--- src/rtl/seg_display_sched.sv ---
// ---------------------------------------------------------------------------
// seg_display_sched
//
// Picks which processor value is shown on the 8-digit seven-segment display.
// Each requester posts a value with a valid/ack handshake. The block keeps one
// shadow register per source and remembers which sources have ever been loaded.
// In auto mode it steps through the loaded sources on a dwell timer. In manual
// mode it shows whichever source manual_sel_i points at. freeze_i holds the
// picture and stops the timer, but captures keep landing in the shadows.
//
// Ports
//   clk_i          system clock, rising edge
//   rst_ni         synchronous active-low reset
//   src_valid_i    per-source request, held high until acknowledged
//   src_data_i     source i value at [i*DATA_W +: DATA_W]
//   src_ack_o      one-cycle capture acknowledge per source
//   mode_auto_i    1 = rotate on the dwell timer, 0 = manual select
//   manual_sel_i   source shown while mode_auto_i = 0
//   freeze_i       hold the displayed value and stop the dwell timer
//   disp_data_o    value for the hex decoders (nibble k drives HEXk)
//   disp_src_o     index of the source whose value is in disp_data_o
//   disp_blank_o   bit k = 1 blanks digit k (leading-zero suppression)
//   dwell_tick_o   one-cycle pulse each time the auto rotation advances
// ---------------------------------------------------------------------------
module seg_display_sched #(
   parameter int NUM_SRC      = 4,
   parameter int DATA_W       = 32,
   parameter int DWELL_CYCLES = 50_000_000
) (
   input  logic                         clk_i,
   input  logic                         rst_ni,
   input  logic [NUM_SRC-1:0]           src_valid_i,
   input  logic [NUM_SRC*DATA_W-1:0]    src_data_i,
   output logic [NUM_SRC-1:0]           src_ack_o,
   input  logic                         mode_auto_i,
   input  logic [$clog2(NUM_SRC)-1:0]   manual_sel_i,
   input  logic                         freeze_i,
   output logic [DATA_W-1:0]            disp_data_o,
   output logic [$clog2(NUM_SRC)-1:0]   disp_src_o,
   output logic [7:0]                   disp_blank_o,
   output logic                         dwell_tick_o
);

   localparam int SEL_W = $clog2(NUM_SRC);
   localparam int CNT_W = $clog2(DWELL_CYCLES);
   localparam logic [CNT_W-1:0] CNT_MAX   = CNT_W'(DWELL_CYCLES - 1);
   localparam logic [7:0]       BLANK_RST = 8'hFE;

   typedef enum logic [1:0] {
      IDLE,
      SHOW,
      HOLD
   } state_e;

   state_e               state_q, state_d;
   logic [NUM_SRC-1:0]   ack_q, ack_d;
   logic [NUM_SRC-1:0]   loaded_q, loaded_d;
   logic [DATA_W-1:0]    shadow_q [NUM_SRC];
   logic [DATA_W-1:0]    shadow_d [NUM_SRC];
   logic [SEL_W-1:0]     cur_q, cur_d;
   logic [CNT_W-1:0]     dwell_q, dwell_d;
   logic [DATA_W-1:0]    disp_q, disp_d;
   logic [7:0]           blank_q, blank_d;
   logic                 tick_q, tick_d;

   logic [SEL_W-1:0]     lowestIdx;
   logic [SEL_W-1:0]     nextIdx;
   logic                 foundNext;
   logic                 loadDisp;
   logic [DATA_W-1:0]    showVal;
   logic [7:0]           blankNext;
   logic                 allZero;

   // Capture path. A source is taken whenever it is valid and was not acked
   // in the previous cycle, which gives one capture every second cycle to a
   // requester that keeps valid high. Sources are independent and capture
   // carries on regardless of the display state or freeze.
   always_comb begin
      ack_d    = '0;
      loaded_d = loaded_q;
      for (int i = 0; i < NUM_SRC; i++) begin
         shadow_d[i] = shadow_q[i];
         if (src_valid_i[i] && !ack_q[i]) begin
            shadow_d[i] = src_data_i[i*DATA_W +: DATA_W];
            loaded_d[i] = 1'b1;
            ack_d[i]    = 1'b1;
         end
      end
   end

   // Lowest loaded index, used when leaving IDLE in auto mode and as the
   // wrap-around target of the rotation.
   always_comb begin
      lowestIdx = '0;
      for (int i = NUM_SRC - 1; i >= 0; i--) begin
         if (loaded_q[i]) begin
            lowestIdx = SEL_W'(i);
         end
      end
   end

   // Next loaded index above the current one. When nothing above is loaded
   // the rotation wraps to the lowest loaded index, which is the current one
   // itself when it is the only loaded source.
   always_comb begin
      nextIdx   = lowestIdx;
      foundNext = 1'b0;
      for (int i = 0; i < NUM_SRC; i++) begin
         if (!foundNext && loaded_q[i] && (SEL_W'(i) > cur_q)) begin
            nextIdx   = SEL_W'(i);
            foundNext = 1'b1;
         end
      end
   end

   // Display sequencer. cur_q doubles as disp_src_o so the index and the
   // value it selects are always registered on the same edge. loadDisp marks
   // the cycles in which the display registers take a fresh value.
   always_comb begin
      state_d  = state_q;
      cur_d    = cur_q;
      dwell_d  = dwell_q;
      tick_d   = 1'b0;
      loadDisp = 1'b0;
      case (state_q)
         IDLE: begin
            if (|loaded_q) begin
               state_d  = SHOW;
               cur_d    = mode_auto_i ? lowestIdx : manual_sel_i;
               dwell_d  = '0;
               loadDisp = 1'b1;
            end
         end
         SHOW: begin
            if (freeze_i) begin
               state_d = HOLD;
            end else begin
               loadDisp = 1'b1;
               if (!mode_auto_i) begin
                  // Holding the counter at zero here is what makes a later
                  // switch to auto start a full dwell from the current source.
                  cur_d   = manual_sel_i;
                  dwell_d = '0;
               end else if (dwell_q == CNT_MAX) begin
                  dwell_d = '0;
                  cur_d   = nextIdx;
                  tick_d  = 1'b1;
               end else begin
                  dwell_d = dwell_q + CNT_W'(1);
               end
            end
         end
         HOLD: begin
            if (!freeze_i) begin
               state_d  = SHOW;
               loadDisp = 1'b1;
            end
         end
         default: begin
            state_d = IDLE;
         end
      endcase
   end

   // Value for the source about to be shown. A source that has never been
   // loaded shows zero.
   always_comb begin
      showVal = '0;
      for (int i = 0; i < NUM_SRC; i++) begin
         if ((cur_d == SEL_W'(i)) && loaded_q[i]) begin
            showVal = shadow_q[i];
         end
      end
   end

   // Leading-zero suppression. Digit k blanks only when it and every digit
   // above it are zero; digit 0 is always lit so a zero value still shows "0".
   always_comb begin
      allZero   = 1'b1;
      blankNext = '0;
      for (int k = 7; k >= 1; k--) begin
         allZero      = allZero & (showVal[4*k +: 4] == 4'h0);
         blankNext[k] = allZero;
      end
   end

   assign disp_d  = loadDisp ? showVal   : disp_q;
   assign blank_d = loadDisp ? blankNext : blank_q;

   // State and data registers. Reset drops any capture in flight, so a
   // requester still holding valid is taken on the first cycle after release.
   always_ff @(posedge clk_i) begin
      if (!rst_ni) begin
         state_q  <= IDLE;
         ack_q    <= '0;
         loaded_q <= '0;
         cur_q    <= '0;
         dwell_q  <= '0;
         disp_q   <= '0;
         blank_q  <= BLANK_RST;
         tick_q   <= 1'b0;
         for (int i = 0; i < NUM_SRC; i++) begin
            shadow_q[i] <= '0;
         end
      end else begin
         state_q  <= state_d;
         ack_q    <= ack_d;
         loaded_q <= loaded_d;
         cur_q    <= cur_d;
         dwell_q  <= dwell_d;
         disp_q   <= disp_d;
         blank_q  <= blank_d;
         tick_q   <= tick_d;
         for (int i = 0; i < NUM_SRC; i++) begin
            shadow_q[i] <= shadow_d[i];
         end
      end
   end

   assign src_ack_o    = ack_q;
   assign disp_data_o  = disp_q;
   assign disp_src_o   = cur_q;
   assign disp_blank_o = blank_q;
   assign dwell_tick_o = tick_q;

endmodule
--- config.mk ---
export PLATFORM = sky130hd
export DESIGN_NAME = seg_display_sched
export DESIGN_NICKNAME = d
export VERILOG_FILES = /design/src/rtl/seg_display_sched.sv
export SDC_FILE = /design/constraint.sdc
export NUM_CORES = 1
export LEC_CHECK = 0
export CAP_MARGIN = 15
export CELL_PAD_IN_SITES_DETAIL_PLACEMENT = 0
export CELL_PAD_IN_SITES_GLOBAL_PLACEMENT = 1
export CORE_ASPECT_RATIO = 1.25
export CORE_MARGIN = 2
export CORE_UTILIZATION = 41
export DETAILED_ROUTE_END_ITERATION = 10
export PLACE_DENSITY = 0.83
export REMOVE_ABC_BUFFERS = 1
export SETUP_SLACK_MARGIN = 0.1
export SYNTH_ARGS = -nofsm -noshare
export SYNTH_HDL_FRONTEND = slang
export SYNTH_SLANG_ARGS = --single-unit
export TNS_END_PERCENT = 10
--- constraint.sdc ---
create_clock -name clk_i -period 5.8 [get_ports clk_i]
set_input_delay 1.16 -clock clk_i [delete_from_list [all_inputs] [get_ports clk_i]]
set_output_delay 1.16 -clock clk_i [all_outputs]
set_load 0.02 [all_outputs]
Yosys cells after proc, flatten, opt, wreduce, memory -nomap -nowiden
Memories as Yosys holds them, arrays and structs flattened.
Cells that the tools add are included.
W data, S select, Z words.
{"block": "classes", "addsub": 1, "magnitude_cmp": 4, "eq_ne": 10, "n_mux": 48, "bitwise_logic": 13, "n_reduce_logical": 37}
{"cell": "$mux W32", "count": 12}
{"cell": "$mux W26", "count": 4}
{"cell": "$pmux W26 S2", "count": 1}
{"cell": "$mux W2", "count": 16}
{"cell": "$logic_not A4 Y1", "count": 7}
{"cell": "$add A26 B1 Y26 const B", "count": 1}
{"cell": "$eq A26 B26 Y1 const B", "count": 1}
{"cell": "$logic_and A1 B1 Y1", "count": 15}
{"cell": "$mux W1", "count": 12}
{"cell": "$ne A2 B2 Y1 const B", "count": 4}
{"cell": "$reduce_or A4 Y1", "count": 2}
{"cell": "$logic_not A1 Y1", "count": 7}
{"cell": "$and A1 B1 Y1", "count": 6}
{"cell": "$eq A2 B2 Y1 const B", "count": 3}
{"cell": "$pmux W2 S3", "count": 1}
{"cell": "$reduce_and A3 Y1", "count": 2}
{"cell": "$eq A2 B1 Y1 const B", "count": 2}
{"cell": "$gt A1 B2 Y1 const A", "count": 2}
{"cell": "$gt A2 B2 Y1 const A", "count": 2}
{"cell": "$logic_not A2 Y1", "count": 2}
{"cell": "$or A1 B1 Y1", "count": 4}
{"cell": "$pmux W2 S2", "count": 1}
{"cell": "$not A1 Y1", "count": 3}
{"cell": "$pmux W1 S2", "count": 1}
{"cell": "2 further kinds", "count": 2}
{"block": "word_totals", "ff_bits": 78, "ramBits": 128, "word_cells": 125, "n_memories": 1}
{"memory": "shadow_q", "depth": 4, "word_bits": 32, "rd": 4, "rd_ports_with_merged_regs": 0, "wr": 4, "line": "58", "rtl": "logic [DATA_W-1:0] shadow_q [NUM_SRC];"}

Longest topological paths before layout
Gate-level depths: netlist of the first run.
{"block": "logic_depth", "depth_word": 32, "mapped_depth": 14, "ltp_nobuf": 11}

Least setup slack after synthesis of the first run
Ideal clock, no wire load.
{"block": "synth_path", "kind": "input-to-reg", "from": "in freeze_i", "to": "reg blank_q[1], in the netlist disp_blank_o[1]", "setup_time_ps": 96, "arrival_ps": 3667, "required_time_ps": 5704, "slack_ps": 2037, "cell_stages": 10, "n_path_buf": 1, "cell_sequence": "inv_1 -> o311ai_0 -> a2111o_4 -> and4_4 -> buf_6 -> and3_4 -> o41a_1 -> nor4_4 -> nand4_2 -> o41ai_2"}
{"block": "synth_between", "elab_chain_cells": 15}
{"element": "start, declared", "line": "37", "rtl": "input logic freeze_i,"}
{"element": "$mux W2", "line": "135", "rtl": "if (freeze_i) begin"}
{"element": "$pmux W2 S2", "line": "125", "rtl": "case (state_q)"}
{"element": "$logic_not A2 Y1", "line": "170", "rtl": "if ((cur_d == SEL_W'(i)) && loaded_q[i]) begin"}
{"element": "$logic_and A1 B1 Y1", "line": "170"}
{"element": "$mux W32 (4 in a row)", "line": "170"}
{"element": "$logic_not A4 Y1", "line": "182", "rtl": "allZero = allZero & (showVal[4*k +: 4] == 4'h0);"}
{"element": "$and A1 B1 Y1 (6 in a row)", "line": "182"}
{"element": "end signal, assigned", "line": "212", "rtl": "blank_q <= blank_d;"}
{"element": "end, declared", "line": "63", "rtl": "logic [7:0] blank_q, blank_d;"}
Parallel ways exist; a longest one is shown, timed or not.
A chain may end at the register's enable or synchronous reset.

Final worst setup path of the first run
Ends and elaborated chain as after synthesis.

==> impl_metrics.json, run 1 <==
{
  "core-area_um2": 22300,
  "arrival_ps": 4830,
  "preCtsSetupSlack_ps": 924,
  "fmax_mhz": 226,
  "hold_path.class": "flop to flop",
  "fin_util_pct": 54.0,
  "die-area_um2": 24000,
  "routed_wl_um": 29100,
  "max_stage_delay_ps": 570,
  "avgSynthCellArea_um2": 8.33,
  "ant_nets": 0,
  "synth_top_area_cell": "dfxtp_1",
  "clock_latency_ps": 500,
  "netlist_area_um2": 9340,
  "grt_max_degree": 111,
  "cts-root-buf": "clkbuf_16",
  "yosysWarnings": 0,
  "rsz0062_at_grt": "false",
  "wl_met1_um": 12200,
  "total_power_uw": 4420,
  "required_ps": 6210,
  "drt_first_pass_iters": 5,
  "rows": 61,
  "cts_sinks": 206,
  "slew_violations": 0,
  "max-cap-violations": 0,
  "pin_count": 185,
  "post_cts_resized": 0,
  "cpMaxStageDelayCell": "nor3_2",
  "io_buffers": 183,
  "wl_met2_um": 14200,
  "die_x_um": 139,
  "overflow": 0,
  "postCtsHoldBufs": 0,
  "peakVddDrop_mv": 0.251,
  "grt_pass1_vias": 8301,
  "setup_viol": 0,
  "highest_layer": "met4",
  "worstSetupEndpointType": "flop",
  "cts_max_path_buffers": 3,
  "cts.clk_slew.worst_paths_ps": 70,
  "worst_pin_slew_ps": 973,
  "initial_utilization_pct": 41.9,
  "cts_setup_buffers": 0,
  "ys_ff_latch": 206,
  "nets": 1401,
  "place_congestion": 0.881,
  "die_h_um": 173,
  "cts_buffers": 22,
  "worst_slack_ps": 1380,
  "whs_ps": 459,
  "crit_fanout": 14,
  "diodes": 0,
  "synth_flop_cell": "dfxtp_1",
  "vias_per_cell": 5.48,
  "hold_viol": 0,
  "wl_per_cell_um": 18.7,
  "status": "completed",
  "track_usage_pct": 23.4,
  "period_needed_ps": 4420,
  "layout-area-overhead-vs-synth_pct": 28.9,
  "crit_type": "input port to flop",
  "critPathLaunchType": "input port",
  "grt_antenna_before_repair": 0,
  "synthTopCellsByArea": "dfxtp_1 (44%), nand2_1 (14%), a21boi_0 (12%), clkbuf_1 (2.7%), nor2_1 (1.7%)",
  "p_leak_uw": 0.00431,
  "synth_top_area_share_pct": 44.2,
  "async_flop_share_pct": 0,
  "maxSlewHeadroom_pct": 35.0,
  "synth_edf_count": 0,
  "ys_seq_area_share_pct": 44.2,
  "htree_levels": 1,
  "fin_skew_ps": 10.2,
  "yosysUniqueCellTypes": 83,
  "wl_met3_um": 1620,
  "tns_ps": 0,
  "dr_total_vias": 8514,
  "place_hpwl_um": 19500,
  "p_per_area_nw_per_um2": 367,
  "grt_pass1_wl_um": 45300,
  "finalCritPeriodShare_pct": 76.2,
  "first_iter_violations": 547,
  "tritoncts": "done",
  "drc_errors": 0,
  "drive_above_1_share_pct": 6.69,
  "path_cells": "clkdlybuf4s50_1 -> inv_1 -> o311ai_0 -> a2111o_4 -> and3_1 -> nor3_2 -> buf_4 -> nand2b_1 -> a211oi_2 -> nand4_2 -> o41ai_2",
  "synthCells": 1121
}
-- placed cells by master (no fill, tap or decap), types with 5 or more instances in the layout --
master,count
clkdlybuf4s50_1,182
a21boi_0,146
a21oi_1,13
clkbuf_16,23
nand2_1,340
inv_1,8
nor2_1,43
o211ai_1,6
buf_4,15
dfxtp_1,206
nor2b_1,6
and2_1,13
o22ai_1,5
nor3_1,5
xor2_1,15
nand2b_1,10
nand3_1,30
nor3b_1,6
a221oi_1,12
o21a_1,6
o21ai_0,18
a31oi_1,14
and3_1,7
a221o_1,6
nand4_1,5
xnor2_1,8
ha_1,5
a22oi_1,14
-- state kept, by name, indices dropped and copies added (netlist names) --
| name | cells |
|---|---|
| loaded_q | 4 |
| src_ack_o | 4 |
| disp_src_o | 2 |
| dwell_tick_o | 1 |
| disp_data_o | 32 |
| dwell_q | 26 |
| shadow_q | 128 |
| state_q | 2 |
| disp_blank_o | 7 |
-- critical path, delay by kind of cell --
kind | cells | cell delay [ps]
compound gates | 4 | 1390
buf+inv | 3 | 930
simple gates | 4 | 1320
-- synthesized netlist by cell type (12+ instances only) --
master    instances
nand3_1          30
and2_1           13
o21ai_0          18
nand2_1         340
a21boi_0        146
dfxtp_1         206
a31oi_1          14
a21oi_1          14
a221oi_1         12
clkbuf_1         66
xor2_1           15
nor2_1           43
a22oi_1          14
-- worst paths after layout --
path | startpoint | to | slack, ps | depth (start not counted)
hold / removal | shadow_q[3][30] | shadow_q[3][30] | 460 | 2
hold reg to reg | shadow_q[3][30] | shadow_q[3][30] | 460 | 2
setup / recovery | freeze_i | disp_blank_o[1] | 1380 | 11
setup reg to reg | loaded_q[3] | disp_blank_o[1] | 1690 | 10
-- cell type report --
class                           instances  area [µm²]
Multi-Input combinational cell        823        4830
Inverter                                8        30.0
Clock buffer                           28         614
Tap cell                              283         354
Clock inverter                          9         150
Fill cell                            2103       10200
Timing Repair Buffer                  197        1930
Sequential cell                       206        4120
-- metrics by stage --
stage               instance area (µm²)  std cells
floorplan                          8950       1037
global placement                  11300       1517
detailed placement                11300       1517
CTS                               12000       1554
global route                      12000       1554
finish                            12000       1554
-- cell families after synthesis --
logic type                 count (synthesis)  synth area share (%)
and+or+nand+nor                          508                  24.6
AOI/OAI and AO/OA                        283                  23.6
DFF                                      206                  44.2
buffers and inverters                     92                  4.54
xor gates and xnor gates                  23                  2.16
adders and majority gates                  5                 0.670
muxes                                      3                 0.335
other                                      1                0.0401
-- where the power goes --
group / internal, µW / total, µW / switching, µW / leakage (µW)
sequential: 1550 / 1660 / 109 / 0.00169
combinational: 527 / 1260 / 736 / 0.00225
clock: 923 / 1490 / 572 / 0.000370
total: 3000 / 4420 / 1420 / 0.00431
-- layer usage --
metal / vias up / global-route usage [%]
met5: - / 0
met4: 0 / 8.50
met3: 64 / 3.93
met2: 260 / 40.7
met1: 4067 / 29.1
li1: 4123 / -
(Power assumes the default switching activity.)
==> run 2: changes to the inputs <==
- CORE_UTILIZATION: 41 -> 38
- PLACE_DENSITY: 0.83 -> 0.77
- clock period: 5.8 -> 4.5 ns (I/O delays scaled with it)
==> impl_metrics.json, run 2 (synthesis gave the netlist of run 1 again) <==
{
  "place_congestion": 0.883,
  "grt_max_degree": 148,
  "hold_viol": 0,
  "drc_errors": 0,
  "path_cells": "clkdlybuf4s50_1 -> nand2_1 -> o311ai_0 -> a2111o_4 -> a31oi_1 -> a221oi_1 -> nor2_1 -> or4_1 -> nand4bb_1 -> o41ai_2",
  "cpMaxStageDelayCell": "clkdlybuf4s50_1",
  "fill_cells": 2418,
  "register_area_um2": 4120,
  "first_iter_violations": 510,
  "setup_viol": 0,
  "critPathLaunchType": "input port",
  "multi_input_area_um2": 4840,
  "crit_type": "input port to flop",
  "max_stage_delay_ps": 610,
  "cts_buffers": 23,
  "tns_ps": 0,
  "rows": 64,
  "preCtsSetupSlack_ps": 1.62,
  "worst_pin_slew_ps": 1090,
  "p_leak_uw": 0.00434,
  "layout_common_cells": "nand2_1 (340), dfxtp_1 (206), clkdlybuf4s50_1 (182)",
  "crit_fanout": 10,
  "die_x_um": 144,
  "maxSlewHeadroom_pct": 26.9,
  "layout-area-overhead-vs-synth_pct": 29.9,
  "final_cells": 1609,
  "postCtsHoldBufs": 0,
  "status": "completed",
  "io_buffers": 183,
  "largest_register": "shadow_q",
  "core-area_um2": 24300,
  "clock_latency_ps": 510,
  "whs_ps": 463,
  "worst_slack_ps": 505,
  "slew_violations": 0,
  "max-cap-violations": 0,
  "cts_sinks": 206,
  "grt_antenna_before_repair": 0,
  "place_hpwl_um": 21000,
  "die_h_um": 179,
  "routed_wl_um": 30100,
  "fmax_mhz": 250,
  "cts_setup_buffers": 0,
  "grt_pass1_vias": 8413,
  "cts.clk_slew.worst_paths_ps": 60,
  "cts-root-buf": "clkbuf_16",
  "dr_total_vias": 8437,
  "htree_levels": 1,
  "hold_path.class": "flop to flop",
  "period_needed_ps": 3990,
  "rsz0062_at_grt": "false",
  "drt_first_pass_iters": 7,
  "largest_reg_flops": 128,
  "arrival_ps": 4400,
  "tritoncts": "done",
  "vias_per_cell": 5.24,
  "post_cts_resized": 0,
  "numPlacedInstances": 1573,
  "p_per_area_nw_per_um2": 459,
  "drive_above_1_share_pct": 7.27,
  "diodes": 0,
  "mostFrequentLayoutCell": "nand2_1",
  "fin_skew_ps": 15.2,
  "pin_count": 185,
  "overflow": 0,
  "nets": 1411,
  "peakVddDrop_mv": 0.310,
  "worstSetupEndpointType": "flop",
  "grt_pass1_wl_um": 46300,
  "initial_utilization_pct": 38.4,
  "wl_per_cell_um": 18.7,
  "finalCritPeriodShare_pct": 88.8,
  "cts_max_path_buffers": 3,
  "required_ps": 4910,
  "track_usage_pct": 23.1,
  "ant_nets": 0,
  "die-area_um2": 25900
}
==> run 2: metrics by stage <==
stage               utilization, %  total power (µW)  area (µm²)
finish                        49.8              5570       12100
global route                  49.8              5840       12100
CTS                           49.8              5610       12100
detailed placement            47.0              3820       11400
global placement              47.0              3800       11400
floorplan                        -              3070        8950
==> run 2: final timing paths <==
check                    endpoint       startpoint  cells past startpoint  slack, ps
hold / removal    shadow_q[3][30]  shadow_q[3][30]                      2        460
setup / recovery  disp_blank_o[1]      mode_auto_i                     10        510
hold reg to reg   shadow_q[3][30]  shadow_q[3][30]                      2        460
setup reg to reg  disp_blank_o[1]       dwell_q[0]                     10        580
==> run 2: worst max-delay path, delay by kind of cell <==
family | cells | cell delay [ps]
AOI/OAI and AO/OA | 5 | 1840
buffers and inverters | 1 | 610
and+or+nand+nor | 4 | 1060
==> run 2: routing by layer <==
layer	routed length, µm	track usage [%]	vias up
met5	0	0	-
met4	715	6.11	0
met1	12900	28.9	4031
li1	-	-	4151
met2	15200	41.6	208
met3	1310	2.96	47
==> run 2: cell type report <==
class | instances | area share [%]
timing repair buffer | 206 | 16.7
tap | 330 | 3.40
clock inverter | 5 | 0.464
multi-input combinational | 823 | 39.9
inverter | 8 | 0.248
clock buffer | 31 | 5.32
sequential | 206 | 34.0
==> run 2: where the power goes <==
group / switching, µW / internal (µW) / leakage (µW)
clock: 733 / 1050 / 0.000344
sequential: 130 / 2000 / 0.00169
combinational: 946 / 700 / 0.00231
==> run 3: changes to the inputs <==
- CORE_UTILIZATION: 38 -> 35
- PLACE_DENSITY: 0.77 -> 0.75
- clock period: 4.5 -> 3.3 ns (I/O delays scaled with it)
==> impl_metrics.json, run 3 (synthesis gave the netlist of run 1 again) <==
{
  "p_per_area_nw_per_um2": 625,
  "place_congestion": 0.894,
  "htree_levels": 1,
  "cts_max_path_buffers": 3,
  "setup_viol": 6,
  "io_buffers": 183,
  "worst_slack_ps": -178,
  "slew_violations": 0,
  "max-cap-violations": 0,
  "p_sw_share_pct": 32.0,
  "track_usage_pct": 22.3,
  "worst_pin_slew_ps": 866,
  "drive_above_1_share_pct": 18.7,
  "critPathLaunchType": "flop",
  "preCtsSetupSlack_ps": -736,
  "comb_power_share_pct": 34.0,
  "crit_cells": 11,
  "worstSetupEndpointType": "flop",
  "layout-area-overhead-vs-synth_pct": 44.2,
  "maxSlewHeadroom_pct": 42.3,
  "vias_per_cell": 5.08,
  "dpl_cell_area_um2": 12300,
  "arrival_ps": 3890,
  "power_frac_seq_pct": 34.4,
  "pin_count": 185,
  "critPathMostFrequentCell": "or4_4",
  "routed_wl_um": 31800,
  "cts.clk_slew.worst_paths_ps": 60,
  "fin_skew_ps": 8.80,
  "overflow": 0,
  "holdCritStartpoint": "shadow_q[2][20]",
  "status": "finished, violations left",
  "path_cells": "ha_4 -> nand3_4 -> or4_4 -> a311o_1 -> o211a_4 -> buf_4 -> and2_4 -> a22oi_2 -> nand2_1 -> or4_4 -> o41ai_2",
  "nets": 1546,
  "hold_viol": 0,
  "crit_end": "disp_blank_o[1]",
  "finalCritPeriodShare_pct": 105,
  "largest_reg_flops": 128,
  "layout_common_cells": "nand2_1 (339), dfxtp_1 (200), clkdlybuf4s50_1 (182)",
  "p_leak_uw": 0.00509,
  "r2r-start": "dwell_q[1]",
  "required_ps": 3710,
  "dr_total_vias": 8955,
  "crit_family": "simple AND/OR/NAND/NOR gates",
  "cts-root-buf": "clkbuf_16",
  "worstSetupStartpoint": "dwell_q[1]",
  "r2r_slack_ps": -180,
  "die-area_um2": 28000,
  "drc_errors": 0,
  "crit_fanout": 8,
  "wl_per_cell_um": 18.0,
  "violations": "setup timing",
  "postCtsHoldBufs": 0,
  "cpMaxStageDelayCell": "or4_4",
  "fmax_mhz": 288,
  "clockPowerShare_pct": 31.7,
  "cts_buffers": 24,
  "tritoncts": "done",
  "grt_antenna_before_repair": 1,
  "grt_pass1_vias": 8972,
  "die_h_um": 187,
  "clock_latency_ps": 510,
  "largest_register": "shadow_q",
  "drt_first_pass_iters": 7,
  "crit_buf_inv": 1,
  "rows": 66,
  "rr_endpoint": "disp_blank_o[1]",
  "first_iter_violations": 451,
  "grt_max_degree": 77,
  "period_needed_ps": 3480,
  "tns_ps": -887,
  "cts_sinks": 206,
  "fin_area_um2": 13500,
  "ant_nets": 0,
  "peakVddDrop_mv": 0.361,
  "power.switching_uw": 2690,
  "fill_cells": 2588,
  "grt_pass1_wl_um": 49200,
  "initial_utilization_pct": 35.8,
  "whs_ps": 462,
  "mostFrequentLayoutCell": "nand2_1",
  "fin_util_pct": 51.6,
  "whs_path_depth": 2,
  "r2r_cells": 11,
  "place_hpwl_um": 22500,
  "power.internal_uw": 5720,
  "hold_path.class": "flop to flop",
  "max_stage_delay_ps": 570,
  "core-area_um2": 26100,
  "crit_type": "flop to flop",
  "rsz0062_at_grt": "true",
  "die_x_um": 150
}
-- run 3: cell types whose count changed in the layout (fill, tap and decap cells not counted), moves of 5 or more --
cell / delta
dfxtp_2: +6
buf_6: +9
a221oi_2: +5
clkinv_2: +5
buf_4: +125
dfxtp_1: -6
a221oi_1: -5
-- run 3: through the flow --
| step | instances | total power [µW] |
|---|---|---|
| after floorplan | 1037 | 4180 |
| after global placement | 1693 | 5540 |
| after detailed placement | 1693 | 5560 |
| after CTS | 1754 | 8390 |
| after global routing | 1762 | 8830 |
| final | 1762 | 8420 |
-- run 3: tightest hold or removal path, delay by kind of cell, from the launching register on --
family	cells	cell delay, ps
compound gates	1	60
simple gates	1	40
flops	1	310
-- run 3: what timing repair did --
action / 4_1_cts / 5_1_grt
setup buffers: 17 / 7
cloned: 1 / 0
resized for setup: 38 / 17
endpoints found under the setup margin: 13 / 16
pin swaps: 33 / 21
-- run 3: metal layers --
metal	track usage (%)	part of all wire [%]
met4	6.89	3.0
met5	0	0
met2	39.9	51
met1	27.2	41
met3	3.23	5.1
-- run 3: final cells by class --
class | count | area [µm²] | area share [%]
multi-input combinational | 824 | 5040 | 37.4
sequential | 206 | 4130 | 30.7
timing repair buffer | 339 | 3050 | 22.6
clock buffer | 34 | 689 | 5.12
tap | 340 | 425 | 3.16
clock inverter | 10 | 103 | 0.762
inverter | 8 | 30.0 | 0.223
antenna | 1 | 2.50 | 0.0186
-- run 3: power groups by stage --
| stage | clock network [µW] | registers [µW] | logic, µW |
|---|---|---|---|
| after floorplan | 0 | 3060 | 1120 |
| after global placement | 0 | 2940 | 2600 |
| after detailed placement | 0 | 2940 | 2620 |
| after CTS | 2720 | 2890 | 2790 |
| after global routing | 2830 | 2920 | 3080 |
| final | 2660 | 2890 | 2860 |
-- run 3: worst min path at each step --
stage                       to
6_report       shadow_q[2][20]
5_1_grt        shadow_q[3][13]
3_5_place_dp   shadow_q[3][23]
4_1_cts        shadow_q[3][23]
2_1_floorplan  shadow_q[2][29]
3_3_place_gp    shadow_q[1][8]
